==> src/rtl/sm_step_scheduler.sv <==
// Step-pulse sequencer: turns a target step period from the tracking loop into
// drv_step/drv_dir with a fixed pulse width, a direction setup gap and a
// slew-limited period ramp. All outputs are registered.
module sm_step_scheduler #(
  parameter int unsigned WIDTH_WORK   = 16,
  parameter int unsigned PULSE_HI     = 100,
  parameter int unsigned DIR_SETUP    = 250,
  parameter int unsigned N_MIN        = 200,
  parameter int unsigned START_PERIOD = 4000,
  parameter int unsigned ACC_STEP     = 8
) (
  input  logic                  clk,
  input  logic                  rst_n,
  input  logic                  enable,
  input  logic                  dir_req,
  input  logic [WIDTH_WORK-1:0] period_in,
  input  logic                  period_load,
  output logic                  drv_step,
  output logic                  drv_dir,
  output logic                  busy,
  output logic [WIDTH_WORK-1:0] step_cnt
);

  localparam logic [1:0] ST_IDLE       = 2'd0;
  localparam logic [1:0] ST_DIR_SETUP  = 2'd1;
  localparam logic [1:0] ST_PULSE_HIGH = 2'd2;
  localparam logic [1:0] ST_PULSE_LOW  = 2'd3;

  localparam logic [WIDTH_WORK-1:0] N_MIN_W   = WIDTH_WORK'(N_MIN);
  localparam logic [WIDTH_WORK-1:0] START_W   = WIDTH_WORK'(START_PERIOD);
  localparam logic [WIDTH_WORK-1:0] ACC_W     = WIDTH_WORK'(ACC_STEP);
  localparam logic [WIDTH_WORK-1:0] HI_LAST   = WIDTH_WORK'(PULSE_HI - 1);
  localparam logic [WIDTH_WORK-1:0] SETUP_LST = WIDTH_WORK'(DIR_SETUP - 1);
  localparam logic [WIDTH_WORK-1:0] ONE_W     = WIDTH_WORK'(1);

  logic [1:0]            state_q, state_d;
  logic [WIDTH_WORK-1:0] cnt_q, cnt_d;
  logic [WIDTH_WORK-1:0] cur_period_q, cur_period_d;
  logic [WIDTH_WORK-1:0] period_tgt_q, period_tgt_d;
  logic [WIDTH_WORK-1:0] step_cnt_q, step_cnt_d;
  logic                  drv_step_q, drv_step_d;
  logic                  drv_dir_q, drv_dir_d;
  logic                  busy_q, busy_d;
  logic [WIDTH_WORK-1:0] ramp_diff;
  logic [WIDTH_WORK-1:0] ramp_next;

  // Next-state logic: target latch, period ramp and step FSM.
  always_comb begin
    state_d      = state_q;
    cnt_d        = cnt_q;
    cur_period_d = cur_period_q;
    period_tgt_d = period_tgt_q;
    step_cnt_d   = step_cnt_q;
    drv_step_d   = drv_step_q;
    drv_dir_d    = drv_dir_q;
    ramp_diff    = '0;
    ramp_next    = cur_period_q;

    if (period_load) begin
      if (period_in == '0)          period_tgt_d = '0;
      else if (period_in < N_MIN_W) period_tgt_d = N_MIN_W;
      else                          period_tgt_d = period_in;
    end

    // Ramp uses the old target, so a load coinciding with a boundary waits a step.
    if (cur_period_q > period_tgt_q) begin
      ramp_diff = cur_period_q - period_tgt_q;
      ramp_next = (ramp_diff > ACC_W) ? (cur_period_q - ACC_W) : period_tgt_q;
    end else begin
      ramp_diff = period_tgt_q - cur_period_q;
      ramp_next = (ramp_diff > ACC_W) ? (cur_period_q + ACC_W) : period_tgt_q;
    end

    case (state_q)
      ST_IDLE: begin
        drv_step_d = 1'b0;
        if (enable && period_tgt_q != '0) begin
          cur_period_d = START_W;
          cnt_d        = '0;
          if (dir_req != drv_dir_q) begin
            drv_dir_d = dir_req;
            state_d   = ST_DIR_SETUP;
          end else begin
            drv_step_d = 1'b1;
            state_d    = ST_PULSE_HIGH;
          end
        end
      end
      ST_DIR_SETUP: begin
        if (!enable) begin
          state_d = ST_IDLE;
        end else if (cnt_q == SETUP_LST) begin
          cnt_d      = '0;
          drv_step_d = 1'b1;
          state_d    = ST_PULSE_HIGH;
        end else begin
          cnt_d = cnt_q + ONE_W;
        end
      end
      ST_PULSE_HIGH: begin
        cnt_d = cnt_q + ONE_W;
        if (cnt_q == HI_LAST) begin
          drv_step_d = 1'b0;
          state_d    = ST_PULSE_LOW;
        end
      end
      default: begin // ST_PULSE_LOW: cnt keeps counting from the rise
        if (!enable) begin
          state_d = ST_IDLE;
        end else if (cnt_q == cur_period_q - ONE_W) begin
          step_cnt_d = step_cnt_q + ONE_W;
          cnt_d      = '0;
          if (period_tgt_q != '0) cur_period_d = ramp_next;
          if (period_tgt_q == '0) begin
            state_d = ST_IDLE;
          end else if (dir_req != drv_dir_q) begin
            drv_dir_d    = dir_req;
            cur_period_d = START_W;
            state_d      = ST_DIR_SETUP;
          end else begin
            drv_step_d = 1'b1;
            state_d    = ST_PULSE_HIGH;
          end
        end else begin
          cnt_d = cnt_q + ONE_W;
        end
      end
    endcase

    busy_d = (state_d != ST_IDLE);
  end

  // State and output registers with asynchronous active-low reset.
  always_ff @(posedge clk or negedge rst_n) begin
    if (!rst_n) begin
      state_q      <= ST_IDLE;
      cnt_q        <= '0;
      cur_period_q <= START_W;
      period_tgt_q <= '0;
      step_cnt_q   <= '0;
      drv_step_q   <= 1'b0;
      drv_dir_q    <= 1'b0;
      busy_q       <= 1'b0;
    end else begin
      state_q      <= state_d;
      cnt_q        <= cnt_d;
      cur_period_q <= cur_period_d;
      period_tgt_q <= period_tgt_d;
      step_cnt_q   <= step_cnt_d;
      drv_step_q   <= drv_step_d;
      drv_dir_q    <= drv_dir_d;
      busy_q       <= busy_d;
    end
  end

  assign drv_step = drv_step_q;
  assign drv_dir  = drv_dir_q;
  assign busy     = busy_q;
  assign step_cnt = step_cnt_q;

endmodule

==> config.mk <==
export PLATFORM = sky130hd
export DESIGN_NAME = sm_step_scheduler
export DESIGN_NICKNAME = d
export VERILOG_FILES = /design/src/rtl/sm_step_scheduler.sv
export SDC_FILE = /design/constraint.sdc
export NUM_CORES = 1
export LEC_CHECK = 0
export ABC_AREA = 1
export BUFFER_PORTS_ARGS = -buffer_cell sky130_fd_sc_hd__buf_2
export CAP_MARGIN = 20
export CORE_MARGIN = 2
export CORE_UTILIZATION = 50
export DETAILED_ROUTE_END_ITERATION = 12
export GPL_ROUTABILITY_DRIVEN = 0
export PLACE_DENSITY = 0.72
export RECOVER_POWER = 25
export SETUP_SLACK_MARGIN = 0.2
export SYNTH_ARGS = -nofsm -noshare
export SYNTH_HDL_FRONTEND = slang
export SYNTH_SLANG_ARGS = --single-unit
==> constraint.sdc <==
create_clock -name clk -period 8.75 [get_ports clk]
set_input_delay 1.75 -clock clk [delete_from_list [all_inputs] [get_ports clk]]
set_output_delay 1.75 -clock clk [all_outputs]
set_load 0.02 [all_outputs]
# Yosys cells after proc, flatten, opt, wreduce, memory -nomap -nowiden
# Cells that the tools add are included.
[word_totals]
register_bits = 69
latch_bits = 0
ramBits = 0
romBits = 0
input_bits = 21
out_inout_bits = 19
wordCells = 94
n_memories = 0
[classes]
n_addsub = 7
n_mul = 0
div = 0
magnitude_cmp = 4
eq_ne = 13
n_shift = 0
muxes = 43
n_bitwise = 2
reduce_logical = 17
[op_table]
columns = ["op", "n"]
rows = [
  ["$mux 16", 16],
  ["$pmux 16 s3", 1],
  ["$add 16x1->16 const B", 2],
  ["$gt 16x4->1 const B", 2],
  ["$logic_not 16->1", 2],
  ["$pmux 16 s2", 1],
  ["$sub 16x16->16", 2],
  ["$add 16x4->16 const B", 1],
  ["$eq 16x16->1", 1],
  ["$eq 16x7->1 const B", 1],
  ["$eq 16x8->1 const B", 1],
  ["$gt 16x16->1", 1],
  ["$lt 16x8->1 const B", 1],
  ["$mux 2", 8],
  ["$reduce_bool 16->1", 1],
  ["$sub 16x1->16 const B", 1],
  ["$sub 16x4->16 const B", 1],
  ["$mux 1", 14],
  ["$ne 2x2->1 const B", 4],
  ["$ne 4x1->1 const B", 2],
  ["$reduce_and 7->1", 1],
  ["$pmux 2 s3", 1],
  ["$reduce_and 3->1", 2],
  ["$reduce_bool 2->1", 3],
  ["other kinds (15)", 16],
]

# Logic depth before layout (Yosys ltp)
[logic_depth]
depth_word = 10
mapped_depth = 24
ltp_nobuf = 21

# Worst setup path before layout
# OpenSTA, ideal clock, no wires.
[synth_timing]
path_kind = "input to register"
from = "input dir_req"
to = "register busy_q (netlist: busy)"
arrival_time_ns = 2.862
slack_ns = 5.752
stages = 8
path_buffers = 0
path_cell_list = "xnor2_1 inv_1 nor2_1 inv_1 nor2_1 nor2_1 o31ai_1 nand3_1"
[synth_via]
elab_chain_len = 7
word_cells_on_any_way = 8
[synth_lines]
columns = ["element", "line_no", "source"]
rows = [
  ["start: declaration", "15", "input logic dir_req,"],
  ["$ne 1x1->1 (*)", "80, 116", ""],
  ["$mux 2 (*)", "80, 116", ""],
  ["$mux 2", "114", "if (period_tgt_q == '0) begin"],
  ["$mux 2", "110", "end else if (cnt_q == cur_period_q - ONE_W) begin"],
  ["$mux 2", "108", "if (!enable) begin"],
  ["$pmux 2 s3 (*)", "74", "case (state_q)"],
  ["$reduce_bool 2->1 (*)", "130", "busy_d = (state_d != ST_IDLE);"],
  ["net busy_d", "43", "logic busy_q, busy_d;"],
  ["end signal: assignment", "152", "busy_q <= busy_d;"],
  ["end: declaration", "43", ""],
]
# The timed path passes the listed nets; every way through them passes the cells marked *.
# A chain may end at the register's enable or synchronous reset.

==> run_results.csv <==
group,metric,value,unit
global_routing,grt_max_degree,70,
yosys,synth.area.top_cells,"dfrtp_1 20%, nand2_1 19%, nand3_1 11%",
yosys,yosysMostFrequentCell,"nand2_1",
sta,post-route-period-util,56.1,%
clocking,root_buffer,"clkbuf_16",
yosys,yosys-top-cells-count,"390 x nand2_1, 172 x nand3_1, 168 x inv_1",
worst_hold_path,hold_depth,2,
clocking,clockBufferDepth,2,
yosys,yosysWarnings,0,
yosys,syn_area_per_cell,6.22,sq um
worst_hold_path,hold_path.startpoint,"drv_step",
die,die_w,128,microns
route,drtAntennaViolNets,0,
die,die_height,128,microns
route,drt_iter0_markers,566,
global_routing,overflow,0,
layout,diodes,0,
clocking,clkLatencyLatePin,340,ps
power,peakVddDrop,0.184,mV
sta,rsz0062_at_grt,"no",
yosys,ys_ff_latch,69,
sta,report.final.slew_viol_count,70,
sta,worst_slew_pin_slew,3740,ps
route,vias_per_cell,5.33,
yosys,yosysSeqAreaShare,22.5,%
worst_hold_path,hold_class,"register to register",
worst_setup_path,rr_worst_depth,16,
sta,slew_headroom,-149,%
worst_setup_path,max_stage_delay,2610,ps
route,num_vias,7747,
worst_hold_path,holdPathEnd,"drv_step",
clocking,cts_buffers,9,
global_routing,gr-usage-all-layers,26.2,%
die,start_util,51.0,%
yosys,async_reset_ff_share,100,%
worst_setup_path,crit_buf_inv,2,
sta,hold_ws,474,ps
yosys,synth_top_cell_by_area,"dfrtp_1",
worst_setup_path,cpMaxStageDelayCell,"clkbuf_1",
clocking,clkSlewWorstSetupHoldPaths,60,ps
run_status,outcome,"finished with violations",
die,rows,45,
die,core_area,0.0151,sq mm
worst_setup_path,cp-start-kind,"primary input",
job,drv_cap,1,
worst_setup_path,crit_arrival,4490,ps
worst_setup_path,cp-end-kind,"async pin",
worst_setup_path,path_class,"primary input to async pin",
worst_setup_path,critPathTopFamily,"buffers and inverters",
sta,max_freq,0.204,GHz
yosys,ys_types,48,
global_routing,grt_pass1_vias,7299,
yosys,synth_edf_count,0,
layout,layout.nets,1324,
clocking,ctsHoldBuffers,0,
route,wl_per_cell,14.4,microns
clocking,cts_tree,"yes",
global_routing,antenna_found_initial,0,
yosys,synth_flop_cell,"dfrtp_1",
sta,finalHoldViolCount,0,
clocking,post_cts_buffers,0,
worst_setup_path,path_cells,"buf_2 > clkbuf_1",
yosys,syn-num-nets,1305,
global_routing,grt_first_pass_wirelength,34.8,mm
die,ios,40,
sta,final-setup-viol-count,0,
route,wirelength,21.0,mm
worst_setup_path,r2r-start,"cur_period_q[11]",
route,firstDrtPassIters,6,
placed_design,place_hpwl,16.7,mm
yosys,syn_inst,1241,
yosys,syn_area,0.00772,sq mm
layout,drive_gt1_share,9.41,%
placed_design,numPortBuffers,39,
layout,final_core_util,54.4,%
power,p_total,1.60,mW
power,power_density,194,mW/mm^2
sta,finClkSkew,10.0,ps
clocking,h-tree-depth,3,
worst_setup_path,r2r_end,"cur_period_q[10]",
clocking,cts_resized,0,
clocking,cts.sinks,69,
sta,min_period,4910,ps
route,drc_errors,0,
layout,syn2layout_area_growth,6.72,%
worst_setup_path,cp_data_required_time,8330,ps
sta,fin_tns_setup,0,ps
run_status,violations,"capacitance limit, slew limit",
yosys,synth_top_area_share,20.4,%
worst_setup_path,r2r_setup_slack,5180,ps
die,die_area,0.0165,sq mm
worst_setup_path,path_max_fanout,69,
power,leakage,4.35,nW
[sequential cells by signal (all words and copies together) (netlist names)]
register and flops:
cur_period_q 16, step_cnt 16, drv_step 1, period_tgt_q 16
state_q 2, busy 1, cnt_q 16, drv_dir 1
[worst max path at each step]
stage / from / endpoint / slack (ps) / depth (start not counted)
2_1_floorplan: dir_req / busy / 5750 / 8
3_3_place_gp: dir_req / busy / 4890 / 9
3_5_place_dp: enable / cnt_q[4] / 5230 / 8
4_1_cts: cur_period_q[11] / cur_period_q[10] / 5260 / 16
5_1_grt: rst_n / period_tgt_q[5] / 3020 / 2
6_report: rst_n / period_tgt_q[5] / 3840 / 2
[where the power goes]
group / leakage (nW) / internal [mW] / switching (mW)
sequential: 0.867 / 0.363 / 0.0610
clock: 0.136 / 0.193 / 0.151
combinational: 3.35 / 0.267 / 0.569
[cell families (layout without fill, tap and decap cells)]
group | Yosys count | after routing | synth area share [%]
AOI/OAI and AO/OA | 99 | 99 | 7.01
and+or+nand+nor | 745 | 745 | 43.9
buffers and inverters | 213 | 237 | 11.3
DFF | 69 | 69 | 22.5
adders and majority gates | 43 | 43 | 7.06
xor gates and xnor gates | 72 | 72 | 8.26
[layer usage]
metal  routed length, microns  global-route usage (%)  vias to the layer above
li1                         -                       -                     3999
met5                        0                       0                        -
met1                     9560                    34.2                     3474
met3                      918                    3.46                       53
met2                     9810                    44.0                      221
met4                      683                    10.3                        0
[cell type report]
type                       instances  area, sq um
clock buffer                       9          225
inverter                         180          676
tap                              188          235
clock inverter                     7         48.8
multi-input combinational        959         5120
timing repair buffer              41          205
sequential                        69         1730
fill                            1532         6900
[cells in the final DEF (no fill, tap or decap), types with 2 or more instances in the layout]
cell type / instances
xnor2_1: 18
nand2_2: 15
buf_2: 38
clkbuf_16: 9
clkinv_2: 3
nor2_2: 8
clkinv_1: 4
nand2_1: 390
nand4_1: 26
o21ai_1: 3
o211ai_1: 2
nor3_1: 17
inv_6: 2
nor2_8: 2
o21ai_0: 36
inv_1: 168
clkbuf_1: 2
nor2_1: 79
dfstp_2: 6
dfrtp_1: 63
nand3_2: 2
a21oi_1: 38
ha_1: 42
nand2_4: 3
nand3_1: 172
o21bai_1: 3
or2_2: 2
inv_2: 8
o22ai_1: 11
nand3_4: 3
xor2_1: 53
nor2_4: 10
nor4_1: 9
[metrics by stage]
stage	cell area [sq um]	cells	setup slack [ps]
finish	8240	1453	3840
global route	8240	1453	3020
CTS	8250	1453	5260
detailed placement	7970	1437	5230
global placement	7970	1436	4890
floorplan	7720	1241	5750
Note: power is estimated with default switching activity, not from simulation.
